## src/rtl/lsu_ctrl.sv

```systemverilog
// RV32I load/store controller: IDLE -> ISSUE -> WAIT -> RESP handshake against a stalling memory.
// Optional `LSU_MISALIGN_TRAP_EN rejects misaligned halfword/word accesses before any strobe.
module lsu_ctrl #(
   parameter int unsigned TIMEOUT_CYCLES = 16
) (
   input  logic        clk,
   input  logic        rst,
   input  logic        req_valid,
   output logic        req_ready,
   input  logic        req_we,
   input  logic [2:0]  req_funct3,
   input  logic [31:0] req_addr,
   input  logic [31:0] req_wdata,
   output logic        rsp_valid,
   output logic [31:0] rsp_rdata,
   output logic        rsp_err,
   output logic [31:0] addr,
   output logic [31:0] write_data,
   output logic        memread,
   output logic        memwrite,
   output logic [3:0]  sign_mask,
   input  logic [31:0] read_data,
   input  logic        clk_stall,
   output logic [1:0]  dbg_state
);

   // Handshake: a request moves when req_valid & req_ready at a rising edge;
   // rsp_valid is a single-cycle pulse with no backpressure.
   typedef enum logic [1:0] {IDLE, ISSUE, WAIT, RESP} state_t;

   localparam int unsigned CW = $clog2(TIMEOUT_CYCLES + 1);

   state_t        state_q, state_d;
   logic [31:0]   addr_q, addr_d;
   logic [31:0]   wdata_q, wdata_d;
   logic [3:0]    mask_q, mask_d;
   logic          we_q, we_d;
   logic          seen_q, seen_d;
   logic [CW-1:0] cnt_q, cnt_d;
   logic [31:0]   rdata_q, rdata_d;
   logic          err_q, err_d;

   logic [3:0]    mask_dec;
   logic          legal;
   logic          misalign;
   logic          accept;
   logic [31:0]   shifted;
   logic [31:0]   ext;

   always_comb begin
      mask_dec = 4'b0000;
      legal    = 1'b0;
      if (req_we) begin
         case (req_funct3)
            3'b000:  begin mask_dec = 4'b0001; legal = 1'b1; end
            3'b001:  begin mask_dec = 4'b0011; legal = 1'b1; end
            3'b010:  begin mask_dec = 4'b0111; legal = 1'b1; end
            default: begin mask_dec = 4'b0000; legal = 1'b0; end
         endcase
      end else begin
         case (req_funct3)
            3'b000:  begin mask_dec = 4'b1001; legal = 1'b1; end
            3'b001:  begin mask_dec = 4'b1011; legal = 1'b1; end
            3'b010:  begin mask_dec = 4'b0111; legal = 1'b1; end
            3'b100:  begin mask_dec = 4'b0001; legal = 1'b1; end
            3'b101:  begin mask_dec = 4'b0011; legal = 1'b1; end
            default: begin mask_dec = 4'b0000; legal = 1'b0; end
         endcase
      end
`ifdef LSU_MISALIGN_TRAP_EN
      misalign = (mask_dec[2] && (req_addr[1:0] != 2'b00)) ||
                 (!mask_dec[2] && mask_dec[1] && req_addr[0]);
`else
      misalign = 1'b0;
`endif
   end

   assign req_ready = (state_q == IDLE) && !clk_stall;
   assign accept    = req_valid && req_ready;

   // The memory returns the whole word; pick the addressed lane and extend it.
   always_comb begin
      shifted = read_data >> {addr_q[1:0], 3'b000};
      if (mask_q[2]) begin
         ext = shifted;
      end else if (mask_q[1]) begin
         ext = {{16{mask_q[3] & shifted[15]}}, shifted[15:0]};
      end else begin
         ext = {{24{mask_q[3] & shifted[7]}}, shifted[7:0]};
      end
   end

   always_comb begin
      state_d = state_q;
      addr_d  = addr_q;
      wdata_d = wdata_q;
      mask_d  = mask_q;
      we_d    = we_q;
      seen_d  = seen_q;
      cnt_d   = cnt_q;
      rdata_d = rdata_q;
      err_d   = err_q;
      case (state_q)
         IDLE: begin
            if (accept) begin
               rdata_d = 32'h0;
               err_d   = 1'b0;
               seen_d  = 1'b0;
               cnt_d   = '0;
               if (legal && !misalign) begin
                  addr_d  = req_addr;
                  wdata_d = req_wdata;
                  mask_d  = mask_dec;
                  we_d    = req_we;
                  state_d = ISSUE;
               end else begin
                  err_d   = 1'b1;
                  state_d = RESP;
               end
            end
         end
         ISSUE: state_d = WAIT;
         WAIT: begin
            if (clk_stall) seen_d = 1'b1;
            // Completion wins over timeout when both happen on the same edge.
            if (!clk_stall && seen_q) begin
               rdata_d = we_q ? 32'h0 : ext;
               state_d = RESP;
            end else if (cnt_q == CW'(TIMEOUT_CYCLES - 1)) begin
               rdata_d = 32'h0;
               err_d   = 1'b1;
               state_d = RESP;
            end else begin
               cnt_d = cnt_q + 1'b1;
            end
         end
         RESP: state_d = IDLE;
         default: state_d = IDLE;
      endcase
   end

   always_ff @(posedge clk) begin
      if (rst) begin
         state_q <= IDLE;
         addr_q  <= 32'h0;
         wdata_q <= 32'h0;
         mask_q  <= 4'b0000;
         we_q    <= 1'b0;
         seen_q  <= 1'b0;
         cnt_q   <= '0;
         rdata_q <= 32'h0;
         err_q   <= 1'b0;
      end else begin
         state_q <= state_d;
         addr_q  <= addr_d;
         wdata_q <= wdata_d;
         mask_q  <= mask_d;
         we_q    <= we_d;
         seen_q  <= seen_d;
         cnt_q   <= cnt_d;
         rdata_q <= rdata_d;
         err_q   <= err_d;
      end
   end

   assign memread    = (state_q == ISSUE) && !we_q;
   assign memwrite   = (state_q == ISSUE) && we_q;
   assign rsp_valid  = (state_q == RESP);
   assign rsp_rdata  = rdata_q;
   assign rsp_err    = err_q;
   assign addr       = addr_q;
   assign write_data = wdata_q;
   assign sign_mask  = mask_q;
   assign dbg_state  = state_q;

endmodule

```

## config.mk

```make
export PLATFORM = sky130hd
export DESIGN_NAME = lsu_ctrl
export DESIGN_NICKNAME = d
export VERILOG_FILES = /design/src/rtl/lsu_ctrl.sv
export SDC_FILE = /design/constraint.sdc
export NUM_CORES = 1
export LEC_CHECK = 0
export CAP_MARGIN = 20
export CORE_MARGIN = 5
export CORE_UTILIZATION = 42
export DETAILED_ROUTE_END_ITERATION = 12
export GPL_TIMING_DRIVEN = 1
export PLACE_DENSITY_LB_ADDON = 0.05
export SYNTH_ARGS = -nofsm -noshare
export SYNTH_HDL_FRONTEND = slang
export SYNTH_SLANG_ARGS = --single-unit
export TNS_END_PERCENT = 50
```

## constraint.sdc

```tcl
create_clock -name clk -period 2.2 [get_ports clk]
set_input_delay 0.44 -clock clk [delete_from_list [all_inputs] [get_ports clk]]
set_output_delay 0.44 -clock clk [all_outputs]
set_load 0.02 [all_outputs]
```

==> flow_summary.toml, run 1 <==
[logic_synthesis]
syn_inst = 566
synth.avg_cell_area_um2 = 8.42
ys_async_sr_fraction = 0
seq_area_frac_synth = 0.462
yosys_warnings = 0
yosysUniqueCellTypes = 48
synthesis.nets = 677
synth-edff-count = 0
dominantRegCellSynth = "sky130_fd_sc_hd__dfxtp_1"
synth-seq-cells = 110
synth_area_um2 = 4760

[place]
gp_routability_congestion = 0.796
io_buffers = 210
place_area_um2 = 7130
pre_cts_slack_ps = -269
post-dp-hpwl_um = 11300

[setup_path]
regToRegStartpoint = "cnt_q[0]$_SDFFE_PP0P_"
cp_slowest_cell = "sky130_fd_sc_hd__dfxtp_1"
timing.critical_path.from = "cnt_q[0]$_SDFFE_PP0P_"
worst-endpoint-required_ps = 2440
cp_peak_stage_delay_ps = 320
crit_path_max_fanout = 16
crit_type = "flip-flop to flip-flop"
capture_instance_of_the_worst_register_to_register_path = "rsp_rdata[26]$_SDFFE_PP0P_"
register_to_register_setup_slack_ps = 130
crit_arrival_ps = 2310
crit_end = "rsp_rdata[26]$_SDFFE_PP0P_"
ff2ff_path_depth = 10
startpoint_type = "flip-flop"
crit_path_end_kind = "flip-flop"
critical_path.cell_chain = "ha_1, and3_1, ha_1, inv_1, o21ai_0, buf_4, buf_4, and3_1, buf_12, a32o_1"

[run]
max_cap_viol_count = 0

[sta]
finalCritPeriodShare = 0.940
finalClockSkew_ps = 10.8
setup_ws_ps = 133
max_slew.worst_pin.slew_ps = 827
fmax_ghz = 0.484
rsz0062_at_grt = "no"
setup_viol = 0
hold_viol = 0
slew_viol_final = 0
slew_headroom = 0.449
period_minus_slack_ps = 2070

[finish]
nets = 889
fill_cells = 943
fraction_of_layout_cells_with_a_size_suffix_above_1 = 0.0779
antenna-diode-count = 0
synthesis_to_finish_area_growth_pct = 55.6
final_cell_area_um2 = 7410

[grt]
antenna_violations_before_repair = 0
vias_in_the_first_global_route = 4710
globalRouteOverflowTotal = 0
grt.total_usage = 0.222
grt_max_degree = 79
global_route_wire_length_before_repair_um = 23400

[clocking]
cts_bufs_inserted = 9
cts.repair_timing.setup_buffer_count = 0
clk-insertion-delay-late_ps = 360
cts_sink_count = 110
clk_path_buf_depth = 2
path_clk_slew_ps = 70
number_of_buffers_added_to_fix_hold_violations_after_cts = 0
postCtsResizedCells = 4
cts_tree = "done"
ctsRootBufferMaster = "sky130_fd_sc_hd__clkbuf_16"
htree_num_levels = 3

[drt]
detail_route.wirelength.met1_um = 5920
finalWirelength_um = 15300
detail_route.wl_per_cell_um = 16.6
topRoutingLayerUsed = "met4"
detail_route.drc_violations = 0
antenna_left = 0
drt_first_pass_iters = 4
detailroute.via_count = 4828
route.met2.wl_um = 7380
first_iter_violations = 282
avgViaCountPerCell = 5.23
met3_length_um = 1700

[floorplanning]
die-height_um = 117
die_width_um = 117
core_area_um2 = 11000
die-area_um2 = 13600
floorplan.initialDensity = 0.434
top_level_ports = 211
core.rowCount = 38

[pwr]
max-vdd-ir-drop_uv = 668
p_leak_nw = 2.60
totalPowerFinal_mw = 5.32
power_density_nw_per_um2 = 718

[hold_path]
min_path_type = "primary input to flip-flop"

[outcome]
run_status = "finished clean"
[worst min path at each step]
stage                                start  slack [ps]                          end  depth (start not counted)
2_1_floorplan        cnt_q[4]$_SDFFE_PP0P_         450        cnt_q[4]$_SDFFE_PP0P_                          2
3_3_place_gp   write_data[16]$_SDFFE_PP0P_         440  write_data[16]$_SDFFE_PP0P_                          2
3_5_place_dp         addr[27]$_SDFFE_PP0P_         450        addr[27]$_SDFFE_PP0P_                          2
4_1_cts                                rst         390    rsp_rdata[7]$_SDFFE_PP0P_                          2
5_1_grt                                rst         410    rsp_rdata[6]$_SDFFE_PP0P_                          2
6_report                               rst         410    rsp_rdata[7]$_SDFFE_PP0P_                          2
[layer usage]
metal  vias to the layer above  global-route usage
met4                         0              0.0673
met2                       180               0.371
met3                        21               0.107
li1                       2384                   -
met5                         -                   0
met1                      2243               0.251
[final cells by class]
cell class	count	area, um2	share of cell area
clock buffer	12	246	0.0332
clock inverter	4	32.5	0.00439
tap	140	175	0.0236
timing repair buffer	246	2410	0.326
multi-input combinational	394	2280	0.308
inverter	17	63.8	0.00861
sequential	110	2200	0.297
[metrics by stage]
step | std cells | TNS, ps | utilization | hold WS (ps)
2_1_floorplan | 566 | 0 | - | 450
3_3_place_gp | 907 | -5560 | 0.649 | 441
3_5_place_dp | 907 | -6660 | 0.649 | 446
4_1_cts | 923 | 0 | 0.675 | 395
5_1_grt | 923 | 0 | 0.675 | 411
6_report | 923 | 0 | 0.675 | 410
[critical path, delay by kind of cell, from the launching register on]
family                   cells  cell delay (ps)
AO/OA/AOI/OAI                2              330
adder cells (fa/ha/maj)      2              390
buffers and inverters        4              540
flip-flops                   1              320
AND/OR/NAND/NOR              2              370
[cells in the mapped netlist (2+ instances only)]
master | count | area (um2)
sky130_fd_sc_hd__clkbuf_1 | 19 | 71.3
sky130_fd_sc_hd__nor3_1 | 2 | 10.0
sky130_fd_sc_hd__a22o_1 | 8 | 70.1
sky130_fd_sc_hd__mux2i_1 | 31 | 310
sky130_fd_sc_hd__nand3_1 | 2 | 10.0
sky130_fd_sc_hd__o21a_1 | 2 | 15.0
sky130_fd_sc_hd__o21ai_0 | 37 | 185
sky130_fd_sc_hd__dfxtp_1 | 110 | 2200
sky130_fd_sc_hd__buf_2 | 15 | 75.1
sky130_fd_sc_hd__inv_1 | 17 | 63.8
sky130_fd_sc_hd__nor2_1 | 11 | 41.3
sky130_fd_sc_hd__o22ai_1 | 2 | 12.5
sky130_fd_sc_hd__or4_1 | 4 | 30.0
sky130_fd_sc_hd__and3_1 | 2 | 12.5
sky130_fd_sc_hd__a21oi_1 | 90 | 450
sky130_fd_sc_hd__a211o_1 | 2 | 17.5
sky130_fd_sc_hd__a32o_1 | 16 | 160
sky130_fd_sc_hd__ha_1 | 7 | 87.6
sky130_fd_sc_hd__nand2_1 | 135 | 507
sky130_fd_sc_hd__buf_6 | 4 | 45.0
sky130_fd_sc_hd__nor2b_1 | 4 | 25.0
sky130_fd_sc_hd__nand3b_1 | 3 | 22.5
sky130_fd_sc_hd__nand4_1 | 9 | 56.3
sky130_fd_sc_hd__nand2b_1 | 3 | 18.8
sky130_fd_sc_hd__buf_4 | 6 | 45.0
sky130_fd_sc_hd__o31ai_1 | 2 | 15.0
sky130_fd_sc_hd__a211oi_2 | 2 | 25.0
[sequential cells by signal, summed over array words and instances (netlist names)]
name	count
rsp_err	1
we_q	1
write_data	32
addr	32
seen_q	1
rsp_rdata	32
sign_mask	4
cnt_q	5
dbg_state	2
[kinds of logic (layout without fill, tap and decap cells)]
logic type | Yosys count | after routing | synth area share
AND/OR/NAND/NOR | 184 | 184 | 0.170
AO/OA/AOI/OAI | 170 | 170 | 0.215
flip-flops | 110 | 110 | 0.462
buffers and inverters | 62 | 279 | 0.0638
multiplexers | 33 | 33 | 0.0704
adder cells (fa/ha/maj) | 7 | 7 | 0.0184
[cell usage in the layout (no fill, tap or decap), drive strengths merged, types with 4 or more instances in the layout]
cell type      Yosys  final
a21oi             91     91
a22o               8      8
a32o              16     16
buf               26     37
clkbuf            19     12
clkdlybuf4s50      0    206
dfxtp            110    110
ha                 7      7
inv               17     17
mux2i             32     32
nand2            135    135
nand2b             4      4
nand4              9      9
nor2              11     11
nor2b              4      4
o21ai             37     37
or4                4      4
[power by group]
group          total (mW)  leakage (nW)  switching, mW  internal [mW]
Clock                1.55         0.129          0.741          0.804
Sequential           2.15         0.889         0.0636           2.09
Combinational        1.62          1.58          0.883          0.740
Total                5.32          2.60           1.69           3.64
Note: power is estimated with default switching activity, not from simulation.
==> run 2: changes to the inputs <==
--- a/config.mk
+++ b/config.mk
@@ -5,7 +5,6 @@
 export SDC_FILE = /design/constraint.sdc
 export NUM_CORES = 1
 export LEC_CHECK = 0
-export CAP_MARGIN = 20
 export CORE_MARGIN = 5
 export CORE_UTILIZATION = 42
 export DETAILED_ROUTE_END_ITERATION = 12
==> results of run 2 <==
Same layout as run 1: the final DEF is identical, and so are final timing and power.
==> run 3: changes to the inputs <==
--- a/config.mk
+++ b/config.mk
@@ -6,7 +6,7 @@
 export NUM_CORES = 1
 export LEC_CHECK = 0
 export CORE_MARGIN = 5
-export CORE_UTILIZATION = 42
+export CORE_UTILIZATION = 38
 export DETAILED_ROUTE_END_ITERATION = 12
 export GPL_TIMING_DRIVEN = 1
 export PLACE_DENSITY_LB_ADDON = 0.05
==> constraint.sdc (replaced) <==
create_clock -name clk -period 1.9 [get_ports clk]
set_input_delay 0.38 -clock clk [delete_from_list [all_inputs] [get_ports clk]]
set_output_delay 0.38 -clock clk [all_outputs]
set_load 0.02 [all_outputs]
==> run 3 against run 2 <==
Core utilization down 5.4 points. Worst setup slack worse by 95 ps. Critical path depth down 3. Worst hold slack better by 46 ps. Critical path type unchanged. Critical endpoint is now cnt_q[3]$_SDFFE_PP0P_. Highest routed layer unchanged.
==> flow_summary.toml, run 3 (same netlist as run 1, synthesis figures left out) <==
[finish]
synthesis_to_finish_area_growth_pct = 62.6
antenna-diode-count = 0
nets = 903
final_cell_mix = "202 x sky130_fd_sc_hd__clkdlybuf4s50_1, 135 x sky130_fd_sc_hd__nand2_1, 106 x sky130_fd_sc_hd__dfxtp_1"
fraction_of_layout_cells_with_a_size_suffix_above_1 = 0.118
multi_input_area_um2 = 2360
final_core_utilization = 0.621
seq_area_um2 = 2210
mostFrequentLayoutCell = "sky130_fd_sc_hd__clkdlybuf4s50_1"
fill_cells = 1095
final_cell_area_um2 = 7740

[grt]
global_route_wire_length_before_repair_um = 24600
globalRouteOverflowTotal = 0
grt_met1_use = 0.244
grt.total_usage = 0.206
grt_max_degree = 88
vias_in_the_first_global_route = 4844
grt_use_met3 = 0.0915
grt_most_used_layer = "met2"
antenna_violations_before_repair = 0
groute.layer.met2.usage = 0.338

[sta]
max_slew.worst_pin.slew_ps = 465
finalClockSkew_ps = 7.04
rsz0062_at_grt = "yes"
fmax_ghz = 0.537
setup_ws_ps = 37.8
hold_viol = 0
timing.setup.tns_ps = 0
slew_headroom = 0.689
period_minus_slack_ps = 1860
setup_viol = 0
slew_viol_final = 0
finalCritPeriodShare = 0.980

[pwr]
cell_internal_pwr_mw = 4.51
pwr-share-comb = 0.324
totalPowerFinal_mw = 6.51
share_clk_of_total_power = 0.291
p_leak_nw = 2.74
power_density_nw_per_um2 = 840
sequential_group_share_of_total_power = 0.385
net_switching_power_of_the_design_mw = 2.00
max-vdd-ir-drop_uv = 513
p_sw_frac = 0.308

[floorplanning]
top_level_ports = 211
core.rowCount = 41
die_width_um = 122
core_area_um2 = 12500
die-height_um = 122
floorplan.initialDensity = 0.382
die-area_um2 = 14900

[setup_path]
crit_type = "flip-flop to flip-flop"
crit_path_end_kind = "flip-flop"
ff2ff_path_depth = 7
capture_instance_of_the_worst_register_to_register_path = "cnt_q[3]$_SDFFE_PP0P_"
register_to_register_setup_slack_ps = 40
worst-endpoint-required_ps = 2170
crit_arrival_ps = 2130
regToRegStartpoint = "dbg_state[1]$_SDFFE_PP0P_"
crit_path_max_fanout = 7
startpoint_type = "flip-flop"

[drt]
avgViaCountPerCell = 5.06
detail_route.drc_violations = 0
antenna_left = 0
first_iter_violations = 243
detailroute.via_count = 4899
detail_route.wl_per_cell_um = 16.2
finalWirelength_um = 15700
drt_first_pass_iters = 4

[clocking]
clk-insertion-delay-late_ps = 350
path_clk_slew_ps = 70
number_of_buffers_added_to_fix_hold_violations_after_cts = 0
htree_num_levels = 3
cts_bufs_inserted = 9
cts_sink_count = 110
clk_path_buf_depth = 2
ctsRootBufferMaster = "sky130_fd_sc_hd__clkbuf_16"
cts_tree = "done"

[outcome]
run_status = "finished clean"

[hold_path]
hold_path_end = "write_data[6]$_SDFFE_PP0P_"
min-delay-start = "write_data[6]$_SDFFE_PP0P_"
whs_path_depth = 2
min_path_type = "flip-flop to flip-flop"

[place]
io_buffers = 210
gp_routability_congestion = 0.860
pre_cts_slack_ps = -304
place_area_um2 = 7330
post-dp-hpwl_um = 11500

[run]
max_cap_viol_count = 0
[run 3: area by class of cell]
class,instances,area share
clock buffers,13,0.0323
clock inverters,3,0.00565
inverters,17,0.00856
multi-input cells,394,0.305
flip-flops and latches,110,0.285
well taps,172,0.0278
repair buffers,260,0.336
[run 3: worst max path at each step]
stage,from,end,cells after the start,slack (ps)
CTS,dbg_state[0]$_SDFFE_PP0P_,rsp_rdata[14]$_SDFFE_PP0P_,8,8
global placement,clk_stall,rsp_rdata[18]$_SDFFE_PP0P_,7,-300
floorplan,cnt_q[0]$_SDFFE_PP0P_,cnt_q[3]$_SDFFE_PP0P_,7,20
detailed placement,clk_stall,write_data[31]$_SDFFE_PP0P_,6,-300
finish,dbg_state[1]$_SDFFE_PP0P_,cnt_q[3]$_SDFFE_PP0P_,7,40
global route,dbg_state[0]$_SDFFE_PP0P_,rsp_rdata[10]$_SDFFE_PP0P_,8,-40
[run 3: per-stage QoR]
step | hold slack, ps | std cells
2_1_floorplan | 450 | 566
3_3_place_gp | 441 | 949
3_5_place_dp | 449 | 949
4_1_cts | 457 | 967
5_1_grt | 479 | 969
6_report | 456 | 969
[run 3: critical path, stage by stage (launching register included)]
cell                       delay (ps)
sky130_fd_sc_hd__dfxtp_2          350
sky130_fd_sc_hd__inv_1            100
sky130_fd_sc_hd__ha_2             210
sky130_fd_sc_hd__buf_4            160
sky130_fd_sc_hd__nor2b_4          170
sky130_fd_sc_hd__a31oi_4           70
sky130_fd_sc_hd__or4_4            550
sky130_fd_sc_hd__a211oi_2         170
[run 3: routing by layer]
| layer | up-vias | wire length [um] |
|---|---|---|
| li1 | 2418 | - |
| met5 | - | 0 |
| met3 | 23 | 1720 |
| met1 | 2287 | 6430 |
| met2 | 171 | 7290 |
| met4 | 0 | 291 |
[run 3: repair_timing]
action | CTS | global route
gates resized for setup | 15 | 20
gates cloned | 0 | 0
setup endpoints to repair | 30 | 108
pin swaps | 2 | 6
setup buffers | 2 | 2
[run 3: power by group through the flow]
| stage | clock network, mW | registers, mW | logic (mW) |
|---|---|---|---|
| finish | 1.89 | 2.51 | 2.11 |
| global route | 2.04 | 2.52 | 2.28 |
| CTS | 1.95 | 2.50 | 2.02 |
| detailed placement | 0 | 2.56 | 1.96 |
| global placement | 0 | 2.55 | 1.92 |
| floorplan | 0 | 2.69 | 0.885 |
